### config.mk
export PLATFORM = sky130hd
export DESIGN_NAME = hazard_sequencer_flat
export DESIGN_NICKNAME = d
export VERILOG_FILES = /design/src/rtl/hazard_sequencer_if.sv /design/src/rtl/hazard_sequencer.sv /design/src/flat_wrapper.sv
export SDC_FILE = /design/constraint.sdc
export NUM_CORES = 1
export LEC_CHECK = 0
export ABC_AREA = 0
export CAP_MARGIN = 20
export CORE_UTILIZATION = 41
export DETAILED_ROUTE_END_ITERATION = 8
export PLACE_DENSITY = 0.77
export SYNTH_ARGS = -nofsm -noshare
export SYNTH_HDL_FRONTEND = slang
export SYNTH_SLANG_ARGS = --single-unit
### constraint.sdc
create_clock -name CLK -period 1.8 [get_ports CLK]
set_input_delay 0.36 -clock CLK [delete_from_list [all_inputs] [get_ports CLK]]
set_output_delay 0.36 -clock CLK [all_outputs]
set_load 0.02 [all_outputs]
### src/rtl/hazard_sequencer_if.sv
// Pipeline-to-hazard-unit bundle: register addresses and write enables in,
// forwarding selects, stage stall/flush controls and status out.
interface hazard_sequencer_if #(
  parameter int ADDR_W = 5,
  parameter int CNT_W  = 16
);
  logic [ADDR_W-1:0] RA1D, RA2D, RA1E, RA2E;
  logic [ADDR_W-1:0] WA3E, WA3M, WA3W;
  logic              RegWriteE, RegWriteM, RegWriteW;
  logic              MemToRegE, BranchTakenE, MemReqM, MemReadyM;
  logic [1:0]        ForwardAE, ForwardBE;
  logic              StallF, StallD, StallE, StallM;
  logic              FlushD, FlushE, FlushW;
  logic              MemTimeout;
  logic [CNT_W-1:0]  StallCycles, FlushCount;

  // Strobe-style interface: every field is a level sampled each clock; there
  // is no valid/ready pair, the pipeline obeys the stall/flush levels in the
  // same cycle they are presented.
  modport master (
    output RA1D, RA2D, RA1E, RA2E, WA3E, WA3M, WA3W,
    output RegWriteE, RegWriteM, RegWriteW, MemToRegE, BranchTakenE, MemReqM, MemReadyM,
    input  ForwardAE, ForwardBE, StallF, StallD, StallE, StallM,
    input  FlushD, FlushE, FlushW, MemTimeout, StallCycles, FlushCount
  );

  modport slave (
    input  RA1D, RA2D, RA1E, RA2E, WA3E, WA3M, WA3W,
    input  RegWriteE, RegWriteM, RegWriteW, MemToRegE, BranchTakenE, MemReqM, MemReadyM,
    output ForwardAE, ForwardBE, StallF, StallD, StallE, StallM,
    output FlushD, FlushE, FlushW, MemTimeout, StallCycles, FlushCount
  );
endinterface

### src/rtl/hazard_sequencer.sv
// Hazard controller for the 5-stage pipeline: EX forwarding, load-use bubbles,
// branch flushes, data-memory wait sequencing with timeout, and stall/flush counters.
module hazard_sequencer #(
  parameter int ADDR_W   = 5,
  parameter int MAX_WAIT = 64,
  parameter int CNT_W    = 16
) (
  input  logic                CLK,
  input  logic                RST_N,
  hazard_sequencer_if.slave   hz,
  output logic [1:0]          state_dbg   // 0 RUN, 1 MEM_WAIT, 2 TIMEOUT
);

  localparam int WCW = $clog2(MAX_WAIT + 1);
  localparam logic [WCW-1:0] WAIT_MAX = WCW'(MAX_WAIT);

  typedef enum logic [1:0] {
    RUN      = 2'd0,
    MEM_WAIT = 2'd1,
    TIMEOUT  = 2'd2
  } state_t;

  state_t           state;
  logic [WCW-1:0]   wait_cnt;
  logic [WCW-1:0]   wait_nxt;
  logic             timeout_q;
  logic [CNT_W-1:0] stall_cnt, flush_cnt;

  logic [1:0] fwd_a, fwd_b;
  logic       memwait, loaduse, hold;
  logic       stall_f, stall_d, stall_e, stall_m;
  logic       flush_d, flush_e, flush_w;

  // M result is newer than W, so it wins; r0 is hardwired and never forwarded.
  always_comb begin
    fwd_a = 2'b00;
    fwd_b = 2'b00;
    if (RST_N) begin
      if (hz.RA1E != '0) begin
        if (hz.RegWriteM && hz.WA3M == hz.RA1E)      fwd_a = 2'b10;
        else if (hz.RegWriteW && hz.WA3W == hz.RA1E) fwd_a = 2'b01;
      end
      if (hz.RA2E != '0) begin
        if (hz.RegWriteM && hz.WA3M == hz.RA2E)      fwd_b = 2'b10;
        else if (hz.RegWriteW && hz.WA3W == hz.RA2E) fwd_b = 2'b01;
      end
    end
  end

  assign memwait  = hz.MemReqM && !hz.MemReadyM;
  assign loaduse  = hz.MemToRegE && hz.RegWriteE && (hz.WA3E != '0) &&
                    ((hz.WA3E == hz.RA1D) || (hz.WA3E == hz.RA2D));
  assign wait_nxt = wait_cnt + 1'b1;

  // A memory hold freezes every stage; a branch seen meanwhile stays in E
  // and is acted on in the release cycle.
  assign hold = (state == TIMEOUT) ||
                (state == MEM_WAIT && !hz.MemReadyM) ||
                (state == RUN && memwait);

  always_comb begin
    stall_f = 1'b0;
    stall_d = 1'b0;
    stall_e = 1'b0;
    stall_m = 1'b0;
    flush_d = 1'b0;
    flush_e = 1'b0;
    flush_w = 1'b0;
    if (!RST_N) begin
      flush_d = 1'b1;
      flush_e = 1'b1;
      flush_w = 1'b1;
    end else if (hold) begin
      stall_f = 1'b1;
      stall_d = 1'b1;
      stall_e = 1'b1;
      stall_m = 1'b1;
      flush_w = 1'b1;
    end else if (hz.BranchTakenE) begin
      flush_d = 1'b1;
      flush_e = 1'b1;
    end else if (loaduse) begin
      stall_f = 1'b1;
      stall_d = 1'b1;
      flush_e = 1'b1;
    end
  end

  always_ff @(posedge CLK or negedge RST_N) begin
    if (!RST_N) begin
      state     <= RUN;
      wait_cnt  <= '0;
      timeout_q <= 1'b0;
      stall_cnt <= '0;
      flush_cnt <= '0;
    end else begin
      if (stall_f && stall_cnt != '1) stall_cnt <= stall_cnt + 1'b1;
      if (flush_e && flush_cnt != '1) flush_cnt <= flush_cnt + 1'b1;
      case (state)
        RUN: begin
          if (memwait) begin
            state    <= MEM_WAIT;
            wait_cnt <= WCW'(1);
          end
        end
        MEM_WAIT: begin
          if (hz.MemReadyM) begin
            state    <= RUN;
            wait_cnt <= '0;
          end else begin
            wait_cnt <= wait_nxt;
            if (wait_nxt == WAIT_MAX) begin
              state     <= TIMEOUT;
              timeout_q <= 1'b1;
            end
          end
        end
        TIMEOUT: begin
          state <= TIMEOUT;
        end
        default: begin
          state    <= RUN;
          wait_cnt <= '0;
        end
      endcase
    end
  end

  assign hz.ForwardAE   = fwd_a;
  assign hz.ForwardBE   = fwd_b;
  assign hz.StallF      = stall_f;
  assign hz.StallD      = stall_d;
  assign hz.StallE      = stall_e;
  assign hz.StallM      = stall_m;
  assign hz.FlushD      = flush_d;
  assign hz.FlushE      = flush_e;
  assign hz.FlushW      = flush_w;
  assign hz.MemTimeout  = timeout_q;
  assign hz.StallCycles = stall_cnt;
  assign hz.FlushCount  = flush_cnt;
  assign state_dbg      = state;

endmodule

### src/flat_wrapper.sv
// flat-port wrapper written by rule: the top's interface ports become plain ports
module hazard_sequencer_flat 
#(
  parameter int ADDR_W   = 5,
  parameter int MAX_WAIT = 64,
  parameter int CNT_W    = 16
)
  (CLK, RST_N, state_dbg, hz_RA1D, hz_RA2D, hz_RA1E, hz_RA2E, hz_WA3E, hz_WA3M, hz_WA3W, hz_RegWriteE, hz_RegWriteM, hz_RegWriteW, hz_MemToRegE, hz_BranchTakenE, hz_MemReqM, hz_MemReadyM, hz_ForwardAE, hz_ForwardBE, hz_StallF, hz_StallD, hz_StallE, hz_StallM, hz_FlushD, hz_FlushE, hz_FlushW, hz_MemTimeout, hz_StallCycles, hz_FlushCount);
  hazard_sequencer_if #(.ADDR_W(ADDR_W), .CNT_W(CNT_W)) hz_i ();
  input  logic CLK;
  input  logic RST_N;
  output logic [1:0] state_dbg;
  input wire logic [$bits(hz_i.RA1D)-1:0] hz_RA1D;
  input wire logic [$bits(hz_i.RA2D)-1:0] hz_RA2D;
  input wire logic [$bits(hz_i.RA1E)-1:0] hz_RA1E;
  input wire logic [$bits(hz_i.RA2E)-1:0] hz_RA2E;
  input wire logic [$bits(hz_i.WA3E)-1:0] hz_WA3E;
  input wire logic [$bits(hz_i.WA3M)-1:0] hz_WA3M;
  input wire logic [$bits(hz_i.WA3W)-1:0] hz_WA3W;
  input wire logic [$bits(hz_i.RegWriteE)-1:0] hz_RegWriteE;
  input wire logic [$bits(hz_i.RegWriteM)-1:0] hz_RegWriteM;
  input wire logic [$bits(hz_i.RegWriteW)-1:0] hz_RegWriteW;
  input wire logic [$bits(hz_i.MemToRegE)-1:0] hz_MemToRegE;
  input wire logic [$bits(hz_i.BranchTakenE)-1:0] hz_BranchTakenE;
  input wire logic [$bits(hz_i.MemReqM)-1:0] hz_MemReqM;
  input wire logic [$bits(hz_i.MemReadyM)-1:0] hz_MemReadyM;
  output wire logic [$bits(hz_i.ForwardAE)-1:0] hz_ForwardAE;
  output wire logic [$bits(hz_i.ForwardBE)-1:0] hz_ForwardBE;
  output wire logic [$bits(hz_i.StallF)-1:0] hz_StallF;
  output wire logic [$bits(hz_i.StallD)-1:0] hz_StallD;
  output wire logic [$bits(hz_i.StallE)-1:0] hz_StallE;
  output wire logic [$bits(hz_i.StallM)-1:0] hz_StallM;
  output wire logic [$bits(hz_i.FlushD)-1:0] hz_FlushD;
  output wire logic [$bits(hz_i.FlushE)-1:0] hz_FlushE;
  output wire logic [$bits(hz_i.FlushW)-1:0] hz_FlushW;
  output wire logic [$bits(hz_i.MemTimeout)-1:0] hz_MemTimeout;
  output wire logic [$bits(hz_i.StallCycles)-1:0] hz_StallCycles;
  output wire logic [$bits(hz_i.FlushCount)-1:0] hz_FlushCount;
  assign hz_i.RA1D = hz_RA1D;
  assign hz_i.RA2D = hz_RA2D;
  assign hz_i.RA1E = hz_RA1E;
  assign hz_i.RA2E = hz_RA2E;
  assign hz_i.WA3E = hz_WA3E;
  assign hz_i.WA3M = hz_WA3M;
  assign hz_i.WA3W = hz_WA3W;
  assign hz_i.RegWriteE = hz_RegWriteE;
  assign hz_i.RegWriteM = hz_RegWriteM;
  assign hz_i.RegWriteW = hz_RegWriteW;
  assign hz_i.MemToRegE = hz_MemToRegE;
  assign hz_i.BranchTakenE = hz_BranchTakenE;
  assign hz_i.MemReqM = hz_MemReqM;
  assign hz_i.MemReadyM = hz_MemReadyM;
  assign hz_ForwardAE = hz_i.ForwardAE;
  assign hz_ForwardBE = hz_i.ForwardBE;
  assign hz_StallF = hz_i.StallF;
  assign hz_StallD = hz_i.StallD;
  assign hz_StallE = hz_i.StallE;
  assign hz_StallM = hz_i.StallM;
  assign hz_FlushD = hz_i.FlushD;
  assign hz_FlushE = hz_i.FlushE;
  assign hz_FlushW = hz_i.FlushW;
  assign hz_MemTimeout = hz_i.MemTimeout;
  assign hz_StallCycles = hz_i.StallCycles;
  assign hz_FlushCount = hz_i.FlushCount;
  hazard_sequencer #(.ADDR_W(ADDR_W), .MAX_WAIT(MAX_WAIT), .CNT_W(CNT_W)) u_core (.CLK(CLK), .RST_N(RST_N), .hz(hz_i), .state_dbg(state_dbg));
endmodule
**Word-level counts from Yosys, hierarchy flattened**

Cells that the tools add are included.

- Output and inout port bits: 46
- Bits in latches: 0
- Word-level logic and storage cells: 74
- Bits in read-only memories: 0
- Bits of input ports: 44
- Memory bits (writable): 0
- Memories kept: 0
- Register bits after elaboration: 42

- Bitwise logic cells: 2
- Muxes and demuxes: 28
- Reduce and logical (&&, ||, !) cells: 23
- Add/sub/neg operators: 3
- $mul: 0
- Equality and inequality tests: 13
- Divide/modulo/power cells: 0
- $lt $le $gt $ge: 0
- Shift-type cells: 0

Operators with widths:

| cell | count |
|---|---|
| 16-bit by 1-bit adder with 16-bit output (second input constant) | 2 |
| 16-bit inequality test (second input constant) | 2 |
| 5-bit == test | 6 |
| 7-bit one-hot mux with 3 select lines | 1 |
| 2-bit 2-to-1 mux | 9 |
| 1-bit 2-to-1 mux | 15 |
| 5-bit nonzero test | 3 |
| 7-bit 2-to-1 mux | 2 |
| 1-bit logical AND | 12 |
| 7-bit by 1-bit adder with 7-bit output (second input constant) | 1 |
| 7-bit == test (second input constant) | 1 |
| 2-bit one-hot mux with 3 select lines | 1 |
| 2-bit AND reduction | 2 |
| 1-bit logical OR | 3 |
| 3-bit inequality test (second input constant) | 1 |
| 3-bit AND reduction | 1 |
| 2-bit by 1-bit == test with 1-bit output (second input constant) | 1 |
| 2-bit == test (second input constant) | 1 |
| 2-bit logical NOT | 1 |
| 2-bit by 1-bit inequality test with 1-bit output (second input constant) | 1 |
| 1-bit NOT | 2 |
| 1-bit logical NOT | 1 |

**Logic depth before layout (Yosys ltp)**

- Depth after elaboration: 8
- Mapped depth: 8
- Mapped depth without buffers: 7

**Worst setup path after synthesis**

OpenSTA, ideal clock, no wires.

- Path kind: input -> output
- Start point: in hz_WA3E[2]
- End point: out hz_StallF
- Arrival time: 1.761 ns
- Buffers on the path: 1
- Cell stages on the path: 5
- Path slack: -0.321 ns
- Cell sequence: xor2_1 > nor3_1 > a22oi_2 > o32ai_2 > buf_4

- Longest elaborated chain between the ends: 7

Ends and longest elaborated chain:

| what | line | RTL |
|---|---|---|
| start: declaration | flat_wrapper.sv:17 | `input wire logic [$bits(hz_i.WA3E)-1:0] hz_WA3E;` |
| 5-bit == test / 5-bit nonzero test (equally long branches) | hazard_sequencer.sv:52, hazard_sequencer.sv:51 |  |
| 1-bit logical OR / 1-bit logical AND (equally long branches) | hazard_sequencer.sv:52, hazard_sequencer.sv:51 |  |
| 1-bit logical AND * | hazard_sequencer.sv:51 | `assign loaduse = hz.MemToRegE && hz.RegWriteE && (hz.WA3E != '0) &&` |
| 1-bit 2-to-1 mux * (4 in a row) | - |  |
| end: declaration | flat_wrapper.sv:29 | `output wire logic [$bits(hz_i.StallF)-1:0] hz_StallF;` |

Mark *: on every way between the ends. The rest lies on a longest branch, timed or not.

**Worst setup path after layout**

- Start point: in hz_WA3E[0]
- End point: out hz_StallD

- Longest elaborated chain between the ends: 7

Ends and longest elaborated chain:

| what | line | RTL |
|---|---|---|
| 5-bit == test / 5-bit nonzero test (equally long branches) | hazard_sequencer.sv:52, hazard_sequencer.sv:51 |  |
| 1-bit logical OR / 1-bit logical AND (equally long branches) | hazard_sequencer.sv:52, hazard_sequencer.sv:51 |  |
| 1-bit logical AND * | hazard_sequencer.sv:51 |  |
| 1-bit 2-to-1 mux * | hazard_sequencer.sv:82 | `end else if (loaduse) begin` |
| 1-bit 2-to-1 mux * | hazard_sequencer.sv:79 | `end else if (hz.BranchTakenE) begin` |
| 1-bit 2-to-1 mux * | hazard_sequencer.sv:73 | `end else if (hold) begin` |
| 1-bit 2-to-1 mux * | hazard_sequencer.sv:69 | `if (!RST_N) begin` |
| end: declaration | flat_wrapper.sv:30 | `output wire logic [$bits(hz_i.StallD)-1:0] hz_StallD;` |

Marks and branches as above.

==> impl_metrics.env <==
export IMPL_status="finished, violations left"
export IMPL_violations="negative setup slack"
export IMPL_crit_path_top_delay_cell="or4_4"
export IMPL_skew_ns=0.0140
export IMPL_clockPowerShare_pct=18.6
export IMPL_cts_tree="yes"
export IMPL_worstReg2RegStart="u_core.hz.FlushCount[14]"
export IMPL_core_um2=5890
export IMPL_maxCapViolCount=0
export IMPL_synth_top_area_share_pct=42.1
export IMPL_synthSimpleGateAreaFrac_pct=23.1
export IMPL_wl_per_cell_um=16.5
export IMPL_yosys_top_cells_area="dfrtp_1, xnor2_1, xor2_1"
export IMPL_synth_flop_cell="dfrtp_1"
export IMPL_firstDrtPassIters=4
export IMPL_p_leak_nw=2.18
export IMPL_p_sw_share_pct=34.2
export IMPL_cts_root_buf="clkbuf_8"
export IMPL_drtAntennaViolNets=0
export IMPL_synth_top_family_by_area="simple AND/OR/NAND/NOR gates"
export IMPL_fin_nets=480
export IMPL_p_per_area_nw_per_um2=733
export IMPL_yosys_area_share_adder_pct=1.51
export IMPL_synth_compound_gate_area_share_pct=9.53
export IMPL_route_met2_wl_um=4380
export IMPL_dp_cells=485
export IMPL_route_met3_wl_um=640
export IMPL_peakVddDrop_uv=1010
export IMPL_slowest_delay_ns=0.53
export IMPL_drc=0
export IMPL_rsz0062_at_grt="true"
export IMPL_via_count=2668
export IMPL_routed_via_density=5.24
export IMPL_grt_use_total_pct=24.8
export IMPL_finalWirelength_um=8380
export IMPL_yosysWarnings=0
export IMPL_clock_sinks=42
export IMPL_clkLatencyLatePin_ns=0.30
export IMPL_switchingPower_mw=1.16
export IMPL_drt_initial_drc_count=130
export IMPL_grt_start_max_net_pins=37
export IMPL_synth_top_area_cell="dfrtp_1"
export IMPL_combPwrFrac_pct=45.7
export IMPL_yosysSeqAreaShare_pct=42.1
export IMPL_overflow=0
export IMPL_die_y_um=80.0
export IMPL_synth_distinct_cells=45
export IMPL_tns_ns=-1.35
export IMPL_p_seq_share_pct=35.6
export IMPL_clockBufferDepth=2
export IMPL_ioPinCount=90
export IMPL_postCtsHoldBufs=0
export IMPL_internal_power_mw=2.23
export IMPL_synth_area_um2=2490
export IMPL_highest_layer="met4"
export IMPL_period_minus_slack_ns=1.98
export IMPL_place_port_buffers=89
export IMPL_synth_edff_count=0
export IMPL_dp_hpwl_um=5800
export IMPL_setup_worst_path_start="hz_WA3E[0]"
export IMPL_synthMuxAreaShare_pct=1.30
export IMPL_critPathMaxFanout=3
export IMPL_end_kind="primary output"
export IMPL_hold_viol=0
export IMPL_clkTransAtPathRegs_ns=0.08
export IMPL_critical_path_class="in2out"
export IMPL_cp_common_cell="buf_6"
export IMPL_drive_above_1_share_pct=45.9
export IMPL_clock_fmax_mhz=505
export IMPL_antenna_found_initial=0
export IMPL_fin_ws_ns=-0.182
export IMPL_slew_viol_final=0
export IMPL_crit_chain="buf_8, or4_4, o211ai_4, buf_6, o32ai_4, buf_6"
export IMPL_diodes=0
export IMPL_avgSynthCellArea_um2=9.97
export IMPL_syn_to_final_growth_pct=85.8
export IMPL_synth_xor_area_share_pct=20.4
export IMPL_relSlewSlack_pct=68.9
export IMPL_cts_buffers=5
export IMPL_htreeDepth=2
export IMPL_row_count=28
export IMPL_layout_cells_non_filler=509
export IMPL_synth_most_common_cell="dfrtp_1"
export IMPL_reg2regPathDepth=7
export IMPL_synthTopCellsByCount="dfrtp_1, xnor2_1, xor2_1"
export IMPL_crit_arrival_ns=1.62
export IMPL_wl_met1_um=3240
export IMPL_critPathLaunchType="input port"
export IMPL_start_util_pct=42.4
export IMPL_die_w_um=80.0
export IMPL_synthesis_nets=297
export IMPL_grt_pass1_vias=2628
export IMPL_ys_ff_latch=42
export IMPL_grt_pass1_wl_um=12200
export IMPL_fp_dieArea_um2=6400
export IMPL_hold_class="in2async"
export IMPL_tightest_slew_ns=0.466
export IMPL_synth_cells=250
export IMPL_setup_viol=19
export IMPL_final_period_utilization_pct=110
export IMPL_required_ns=1.44
export IMPL_gp_congestion=0.861
export IMPL_synth_async_reset_ratio_pct=100
==> worst max-delay path, delay by kind of cell <==
family,cells,cell delay [ns]
compound gates,2,0.33
buf+inv,3,0.39
simple gates,1,0.53
==> cell type report <==
class / instances / area, µm²
clock inverters: 1 / 5.00
inverters: 4 / 15.0
repair buffers: 180 / 1610
well taps: 75 / 93.8
fillers: 389 / 1250
multi-input cells: 200 / 1760
flip-flops and latches: 42 / 1060
clock buffers: 7 / 86.3
==> repair_timing <==
item                                    4_1_cts  5_1_grt
gates resized for setup                     209       55
endpoints found under the setup margin       43       44
pin swaps                                    48       44
setup buffers                                 8        7
cloned                                        1        1
==> routing by layer <==
layer	GRT usage, %	vias up
met5	0	-
met4	5.54	0
met3	5.49	12
met2	45.2	113
met1	29.5	1282
li1	-	1261
==> power groups by stage <==
stage / sequential [mW] / clock, mW / combinational [mW]
2_1_floorplan: 1.45 / 0 / 0.412
3_3_place_gp: 1.21 / 0 / 1.42
3_5_place_dp: 1.22 / 0 / 1.45
4_1_cts: 1.20 / 0.643 / 1.50
5_1_grt: 1.23 / 0.683 / 1.66
6_report: 1.21 / 0.633 / 1.55
==> cells by family after synthesis <==
| logic type | count (synthesis) |
|---|---|
| flops | 42 |
| xor+xnor | 58 |
| fa+ha+maj | 3 |
| buf+inv | 9 |
| simple gates | 106 |
| compound gates | 29 |
| mux | 3 |
==> registers in the layout, indices dropped and copies added (netlist names) <==
name                   cells
u_core.hz.MemTimeout       1
u_core.hz.StallCycles     16
u_core.wait_cnt            7
u_core.hz.FlushCount      16
u_core.state_dbg           2
==> metrics by stage <==
step | setup WS [ns] | power (mW) | hold slack, ns | util (%) | cell area [µm²]
floorplan | -0.0671 | 1.86 | 0.0644 | - | 2610
global placement | -0.962 | 2.63 | 0.382 | 69.8 | 4110
detailed placement | -1.00 | 2.67 | 0.376 | 69.8 | 4110
CTS | -0.245 | 3.35 | 0.0903 | 74.2 | 4370
global route | -0.267 | 3.58 | 0.0948 | 78.7 | 4630
finish | -0.182 | 3.40 | 0.0950 | 78.7 | 4630
==> path summary, 6_finish.rpt <==
path,slack [ns],end
worst max-delay path,-0.18,hz_StallD
worst min-delay path,0.09,u_core.wait_cnt[0]
worst max register to register,-0.09,u_core.hz.FlushCount[9]
worst min register to register,0.48,u_core.hz.MemTimeout
max in group asynchronous,1.10,u_core.hz.StallCycles[1]
min in group CLK,0.48,u_core.hz.MemTimeout
==> cells in the final DEF, fill, tap and decap left out, types with 3 or more instances in the layout <==
cell             instances
buf_4                   77
xnor2_1                 34
buf_6                   34
dfrtp_1                 33
clkdlybuf4s50_1         26
xor2_1                  17
nor2_1                  15
nand4_1                 13
nand2_1                 12
nand3_1                 12
buf_2                   11
dlymetal6s2s_1          11
and3_1                  10
dlygate4sd2_1           10
dfrtp_2                  9
nand3_2                  7
o21ai_0                  7
clkbuf_8                 6
clkdlybuf4s15_1          6
xor2_2                   4
inv_1                    4
nand2_2                  4
xnor2_2                  3
or4_4                    3
nor2_4                   3
and2_1                   3
nor4_4                   3
nor3_1                   3
a21oi_1                  3
No activity file was read; power rests on OpenSTA's default activity.
